$ cat src/rtl/mem_arb_pkg.sv
// mem_arb_pkg: shared state/owner types and default watchdog limit for mem_arbiter
package mem_arb_pkg;
  typedef enum logic [1:0] {IDLE, BUSY, DONE} state_t;
  typedef enum logic {OWN_IF, OWN_DM} owner_t;
  localparam int TIMEOUT_DEF = 64;
endpackage

$ cat src/rtl/mem_arbiter_if.sv
// mem_arbiter_if: fetch, data and memory-side handshake bundle around mem_arbiter
interface mem_arbiter_if #(parameter int ADDR_W = 16, parameter int DATA_W = 16);
  logic              if_req;
  logic [ADDR_W-1:0] if_addr;
  logic [DATA_W-1:0] if_rdata;
  logic              if_done;
  logic              dm_req;
  logic              dm_wr;
  logic [ADDR_W-1:0] dm_addr;
  logic [DATA_W-1:0] dm_wdata;
  logic [DATA_W-1:0] dm_rdata;
  logic              dm_done;
  logic              mem_en;
  logic              mem_wr;
  logic [ADDR_W-1:0] mem_addr;
  logic [DATA_W-1:0] mem_wdata;
  logic [DATA_W-1:0] mem_rdata;
  logic              mem_valid;
  logic              mem_err;
  logic              busy;
  modport slave (
    input  if_req, if_addr, dm_req, dm_wr, dm_addr, dm_wdata, mem_rdata, mem_valid,
    output if_rdata, if_done, dm_rdata, dm_done, mem_en, mem_wr, mem_addr, mem_wdata, mem_err, busy
  );
  modport master (
    output if_req, if_addr, dm_req, dm_wr, dm_addr, dm_wdata, mem_rdata, mem_valid,
    input  if_rdata, if_done, dm_rdata, dm_done, mem_en, mem_wr, mem_addr, mem_wdata, mem_err, busy
  );
endinterface

$ cat src/rtl/mem_arb_timeout.sv
// mem_arb_timeout: BUSY-cycle watchdog, pulses expired on the TIMEOUT-th busy cycle
module mem_arb_timeout #(parameter int TIMEOUT = 64) (
  input  logic clk,
  input  logic rst_n,
  input  logic start,
  input  logic run,
  output logic expired
);
  localparam int CW = $clog2(TIMEOUT + 1);
  logic [CW-1:0] cnt;
  // clear when an access is granted, count every busy cycle
  always_ff @(posedge clk)
    if (!rst_n) cnt <= '0;
    else cnt <= start ? '0 : run ? cnt + CW'(1) : cnt;
  assign expired = run && (cnt == CW'(TIMEOUT - 1));
endmodule

$ cat src/rtl/mem_arbiter.sv
// mem_arbiter: fixed-priority (DM over IF) sharing of one multi-cycle memory; watchdog under MEM_ARB_TIMEOUT_EN
module mem_arbiter
  import mem_arb_pkg::*;
#(
  parameter int ADDR_W  = 16,
  parameter int DATA_W  = 16,
  parameter int TIMEOUT = TIMEOUT_DEF
) (
  input logic           clk,
  input logic           rst_n,
  mem_arbiter_if.slave  bus
);
  state_t            state, state_nx;
  owner_t            owner;
  logic              wr_q;
  logic [ADDR_W-1:0] addr_q;
  logic [DATA_W-1:0] wdata_q, if_rd, dm_rd, rd_val;
  logic              req_any, grant, fin, expired, err_q;
  assign req_any = bus.dm_req | bus.if_req;
  assign grant   = (state == IDLE) && req_any;
  assign fin     = (state == BUSY) && (bus.mem_valid || expired);
  assign rd_val  = bus.mem_valid ? bus.mem_rdata : '1;
  // state register
  always_ff @(posedge clk)
    if (!rst_n) state <= IDLE;
    else state <= state_nx;
  // next state: grant from IDLE, finish BUSY on response or watchdog, DONE always returns
  always_comb begin
    state_nx = state;
    state_nx = (state == IDLE) ? (req_any ? BUSY : IDLE) : (state == BUSY) ? (fin ? DONE : BUSY) : IDLE;
  end
  // command capture at grant and per-owner read data capture at completion
  always_ff @(posedge clk)
    if (!rst_n) begin
      owner   <= OWN_IF;
      wr_q    <= 1'b0;
      addr_q  <= '0;
      wdata_q <= '0;
      if_rd   <= '0;
      dm_rd   <= '0;
    end else begin
      if (grant) begin
        owner   <= bus.dm_req ? OWN_DM : OWN_IF;
        wr_q    <= bus.dm_req & bus.dm_wr;
        addr_q  <= bus.dm_req ? bus.dm_addr : bus.if_addr;
        wdata_q <= bus.dm_req ? bus.dm_wdata : wdata_q;
      end
      if (fin && owner == OWN_IF) if_rd <= rd_val;
      if (fin && owner == OWN_DM && !wr_q) dm_rd <= rd_val;
    end
`ifdef MEM_ARB_TIMEOUT_EN
  mem_arb_timeout #(.TIMEOUT(TIMEOUT)) u_timeout (
    .clk     (clk),
    .rst_n   (rst_n),
    .start   (grant),
    .run     (state == BUSY),
    .expired (expired)
  );
  // sticky error: a watchdog abort that the memory did not beat in the same cycle
  always_ff @(posedge clk)
    if (!rst_n) err_q <= 1'b0;
    else err_q <= err_q | ((state == BUSY) && expired && !bus.mem_valid);
`else
  assign expired = 1'b0;
  assign err_q   = 1'b0;
`endif
  assign bus.mem_en    = state == BUSY;
  assign bus.mem_wr    = wr_q & (state == BUSY);
  assign bus.mem_addr  = addr_q;
  assign bus.mem_wdata = wdata_q;
  assign bus.if_done   = (state == DONE) && (owner == OWN_IF);
  assign bus.dm_done   = (state == DONE) && (owner == OWN_DM);
  assign bus.if_rdata  = if_rd;
  assign bus.dm_rdata  = dm_rd;
  assign bus.mem_err   = err_q;
  assign bus.busy      = state != IDLE;
endmodule
$ cat src/flat_wrapper.sv
// flat-port wrapper written by rule: the top's interface ports become plain ports
module mem_arbiter_flat import mem_arb_pkg::*;
#(
  parameter int ADDR_W  = 16,
  parameter int DATA_W  = 16,
  parameter int TIMEOUT = TIMEOUT_DEF
)
  (clk, rst_n, bus_if_req, bus_if_addr, bus_dm_req, bus_dm_wr, bus_dm_addr, bus_dm_wdata, bus_mem_rdata, bus_mem_valid, bus_if_rdata, bus_if_done, bus_dm_rdata, bus_dm_done, bus_mem_en, bus_mem_wr, bus_mem_addr, bus_mem_wdata, bus_mem_err, bus_busy);
  mem_arbiter_if #(.ADDR_W(ADDR_W), .DATA_W(DATA_W)) bus_i ();
  input logic clk;
  input logic rst_n;
  input wire logic [$bits(bus_i.if_req)-1:0] bus_if_req;
  input wire logic [$bits(bus_i.if_addr)-1:0] bus_if_addr;
  input wire logic [$bits(bus_i.dm_req)-1:0] bus_dm_req;
  input wire logic [$bits(bus_i.dm_wr)-1:0] bus_dm_wr;
  input wire logic [$bits(bus_i.dm_addr)-1:0] bus_dm_addr;
  input wire logic [$bits(bus_i.dm_wdata)-1:0] bus_dm_wdata;
  input wire logic [$bits(bus_i.mem_rdata)-1:0] bus_mem_rdata;
  input wire logic [$bits(bus_i.mem_valid)-1:0] bus_mem_valid;
  output wire logic [$bits(bus_i.if_rdata)-1:0] bus_if_rdata;
  output wire logic [$bits(bus_i.if_done)-1:0] bus_if_done;
  output wire logic [$bits(bus_i.dm_rdata)-1:0] bus_dm_rdata;
  output wire logic [$bits(bus_i.dm_done)-1:0] bus_dm_done;
  output wire logic [$bits(bus_i.mem_en)-1:0] bus_mem_en;
  output wire logic [$bits(bus_i.mem_wr)-1:0] bus_mem_wr;
  output wire logic [$bits(bus_i.mem_addr)-1:0] bus_mem_addr;
  output wire logic [$bits(bus_i.mem_wdata)-1:0] bus_mem_wdata;
  output wire logic [$bits(bus_i.mem_err)-1:0] bus_mem_err;
  output wire logic [$bits(bus_i.busy)-1:0] bus_busy;
  assign bus_i.if_req = bus_if_req;
  assign bus_i.if_addr = bus_if_addr;
  assign bus_i.dm_req = bus_dm_req;
  assign bus_i.dm_wr = bus_dm_wr;
  assign bus_i.dm_addr = bus_dm_addr;
  assign bus_i.dm_wdata = bus_dm_wdata;
  assign bus_i.mem_rdata = bus_mem_rdata;
  assign bus_i.mem_valid = bus_mem_valid;
  assign bus_if_rdata = bus_i.if_rdata;
  assign bus_if_done = bus_i.if_done;
  assign bus_dm_rdata = bus_i.dm_rdata;
  assign bus_dm_done = bus_i.dm_done;
  assign bus_mem_en = bus_i.mem_en;
  assign bus_mem_wr = bus_i.mem_wr;
  assign bus_mem_addr = bus_i.mem_addr;
  assign bus_mem_wdata = bus_i.mem_wdata;
  assign bus_mem_err = bus_i.mem_err;
  assign bus_busy = bus_i.busy;
  mem_arbiter #(.ADDR_W(ADDR_W), .DATA_W(DATA_W), .TIMEOUT(TIMEOUT)) u_core (.clk(clk), .rst_n(rst_n), .bus(bus_i));
endmodule
$ cat config.mk
export PLATFORM = sky130hd
export DESIGN_NAME = mem_arbiter_flat
export DESIGN_NICKNAME = d
export VERILOG_FILES = /design/src/rtl/mem_arb_pkg.sv /design/src/rtl/mem_arbiter_if.sv /design/src/rtl/mem_arb_timeout.sv /design/src/rtl/mem_arbiter.sv /design/src/flat_wrapper.sv
export SDC_FILE = /design/constraint.sdc
export NUM_CORES = 1
export LEC_CHECK = 0
export CAP_MARGIN = 20
export CORE_ASPECT_RATIO = 0.8
export CORE_MARGIN = 3
export CORE_UTILIZATION = 45
export CTS_BUF_LIST = sky130_fd_sc_hd__clkbuf_2 sky130_fd_sc_hd__clkbuf_4 sky130_fd_sc_hd__clkbuf_8
export CTS_CLUSTER_DIAMETER = 80
export DETAILED_ROUTE_END_ITERATION = 6
export PLACE_DENSITY = 0.87
export SKIP_CTS_REPAIR_TIMING = 1
export SYNTH_ARGS = -nofsm -noshare
export SYNTH_HDL_FRONTEND = slang
export SYNTH_SLANG_ARGS = --single-unit
$ cat constraint.sdc
create_clock -name clk -period 3.1 [get_ports clk]
set_input_delay 0.775 -clock clk [delete_from_list [all_inputs] [get_ports clk]]
set_output_delay 0.775 -clock clk [all_outputs]
set_load 0.02 [all_outputs]
==> impl_metrics.tcl <==
set metrics [dict create \
    final_cell_mix "137 x clkdlybuf4s50_1, 68 x dfxtp_1, 65 x nand2_1" \
    post_drt_wl_per_cell_microns 15.06 \
    final_util 0.7332 \
    power.leakage_uw 0.001903 \
    timing.critical_path.cells "nor2b_4 > and2_1 > clkdlybuf4s50_1" \
    grtUsageTotal 0.2156 \
    die_w_microns 94.20 \
    netlist_area_sq_um 2800 \
    start_kind "flop" \
    fmax_mhz 378.3 \
    pwr-share-seq 0.429 \
    setup_tns_ns 0 \
    drtIter0Drc 131 \
    crit_path_max_fanout 7 \
    diodes 0 \
    clock_sinks 68 \
    critPathArrivalTime_ns 1.87 \
    grt_pass1_wl_mm 12.25 \
    timing.critical_path.buf_inv 1 \
    drive_gt1_frac 0.06604 \
    worst_slack_ns 0.4565 \
    cpLargestDelayFamily "buffers and inverters" \
    ys_seq_area_frac 0.4861 \
    met3_usage 0.07601 \
    worstMarginPinSlew_ns 0.7458 \
    clk_latency_ns 0.34 \
    synth-seq-cells 68 \
    internal_power_uw 1657 \
    fin_crit_ns 2.644 \
    final_nets 489 \
    finalHoldViolCount 0 \
    finClkSkew_ns 0.004958 \
    htree_levels 3 \
    yosys.cell_types.count 31 \
    drc 0 \
    cp_slowest_stage_delay_ns 0.62 \
    finalSetupViolCount 0 \
    antenna_found_initial 0 \
    clk_pin_slew_ns 0.07 \
    cts_buffer_depth 2 \
    cts_tree "yes" \
    die_h_microns 76.56 \
    hp-class "flop to flop" \
    swShare 0.2612 \
    gp_congestion 0.7614 \
    maxSlewHeadroom 0.5009 \
    final_cells 505 \
    synth_top_area_frac 0.4861 \
    ant_nets 0 \
    comb_power_share 0.196 \
    fillers 454 \
    dpl.hpwl_mm 5.580 \
    cp.depth 3 \
    synthCells 291 \
    status "finished clean" \
    ir_drop_v 0.0003789 \
    vias 2520 \
    r2r_cells 3 \
    place_inst 489 \
    vias_per_cell 4.990 \
    grt_start_max_net_pins 49 \
    maxSlewViolCount 0 \
    critical_path_required_ns 2.32 \
    pwr-share-clk 0.376 \
    wl_mm 7.606 \
    grtUsageMet2 0.3399 \
    cp_slowest_cell "clkdlybuf4s50_1" \
    power_density_nw_per_um2 512.1 \
    synthToLayoutAreaGrowth_pct 56.43 \
    synth.avg_cell_area_sq_um 9.623 \
    start_util 0.4687 \
    portBuffers 138 \
    cts-root-buf "clkbuf_8" \
    syn_nets 361 \
    end_kind "primary output" \
    grt_pass1_vias 2459 \
    use_met1 0.2817 \
    min_path_cells 2 \
    numCtsBuffers 9 \
    yosys.area.top_type "dfxtp_1" \
    gr-total-overflow 0 \
    drtPass1Iterations 4 \
    max-cap-violations 0 \
    preCtsSetupSlack_ns 0.5316 \
    row_count 25 \
    gr-max-usage-layer "met2" \
    rsz0062_at_grt "false" \
    layout_commonest_cell "clkdlybuf4s50_1" \
    path_class "flop to primary output" \
    yosys_warnings 0 \
    power_switching_uw 585.9 \
    synth_area_leaders "dfxtp_1 49%, mux2i_1 11%, nand2_1 8.7%" \
    core-area_sq_um 5974 \
    finalCritPeriodShare 0.8528 \
    num_io_pins 140 \
    die_area_sq_um 7211 \
]
## tightest hold or removal path, cell delays in order, from the launching register on
cell      delay [ns]
dfxtp_1         0.31
nand2_1         0.05
a21boi_1        0.05
## flip-flops by register name (all words and copies together) (netlist names)
signal                count
u_core.bus.if_rdata      16
u_core.bus.mem_wdata     16
u_core.bus.dm_rdata      16
u_core.state              2
u_core.wr_q               1
u_core.owner              1
u_core.bus.mem_addr      16
## power groups by stage
| stage | Sequential [uW] | Clock (uW) | Combinational, uW |
|---|---|---|---|
| 3_3_place_gp | 978 | 0 | 432 |
| 6_report | 961 | 843 | 439 |
| 2_1_floorplan | 1040 | 0 | 169 |
| 5_1_grt | 968 | 903 | 469 |
| 3_5_place_dp | 981 | 0 | 440 |
| 4_1_cts | 961 | 855 | 442 |
## metrics by stage
step | cell area [sq um] | hold slack (ns) | total power (uW)
after global placement | 4145 | 0.4417 | 1410
final | 4380 | 0.4575 | 2243
after global routing | 4380 | 0.4871 | 2340
after floorplan | 2800 | 0.4614 | 1205
after CTS | 4380 | 0.4577 | 2259
after detailed placement | 4145 | 0.4474 | 1421
## final timing paths
kind                                                 to                     from  slack [ns]
worst min-delay path            u_core.bus.mem_wdata[7]  u_core.bus.mem_wdata[7]        0.46
worst max register to register   u_core.bus.dm_rdata[6]          u_core.state[0]        1.25
worst max-delay path                         bus_mem_wr          u_core.state[0]        0.46
worst min register to register  u_core.bus.mem_wdata[7]  u_core.bus.mem_wdata[7]        0.46
## cell families (layout without fill, tap and decap cells)
group,after synthesis,after routing,synth area share
AO/OA/AOI/OAI,53,53,0.1412
AND/OR/NAND/NOR,111,111,0.1930
buffers and inverters,26,159,0.06389
multiplexers,32,32,0.1144
other,1,1,0.001339
flip-flops,68,68,0.4861
## cell usage after synthesis
| cell | instances |
|---|---|
| nor2b_4 | 1 |
| nor2b_1 | 1 |
| a21boi_1 | 10 |
| clkbuf_2 | 1 |
| nand3_1 | 32 |
| buf_12 | 1 |
| or2_1 | 1 |
| nor3b_1 | 1 |
| or3b_1 | 1 |
| clkbuf_1 | 6 |
| conb_1 | 1 |
| and3_1 | 1 |
| nor2_4 | 2 |
| nand4bb_1 | 1 |
| and3b_2 | 1 |
| o21ai_0 | 17 |
| o211a_1 | 16 |
| nor3b_4 | 1 |
| buf_6 | 6 |
| inv_2 | 1 |
| dfxtp_1 | 68 |
| nand2_1 | 65 |
| o21a_1 | 2 |
| a21boi_0 | 8 |
| mux2i_1 | 32 |
| nor2_1 | 1 |
| nand4b_2 | 1 |
| buf_1 | 2 |
| and2_1 | 1 |
| buf_4 | 3 |
| buf_2 | 6 |
## per-layer routing
layer  share of wire  vias to the layer above
li1                -                     1255
met1            0.45                     1176
met2            0.47                       78
met3           0.061                       11
met4           0.016                        0
met5               0                        -
## area by class of cell
cell class / instances / area (sq um) / area share
well taps: 81 / 101.3 / 0.02314
clock inverters: 5 / 83.83 / 0.01914
inverters: 1 / 3.754 / 0.0008569
repair buffers: 142 / 1419 / 0.3239
flip-flops and latches: 68 / 1361 / 0.3108
clock buffers: 11 / 151.4 / 0.03456
multi-input cells: 197 / 1260 / 0.2876
Note: power is estimated with default switching activity, not from simulation.
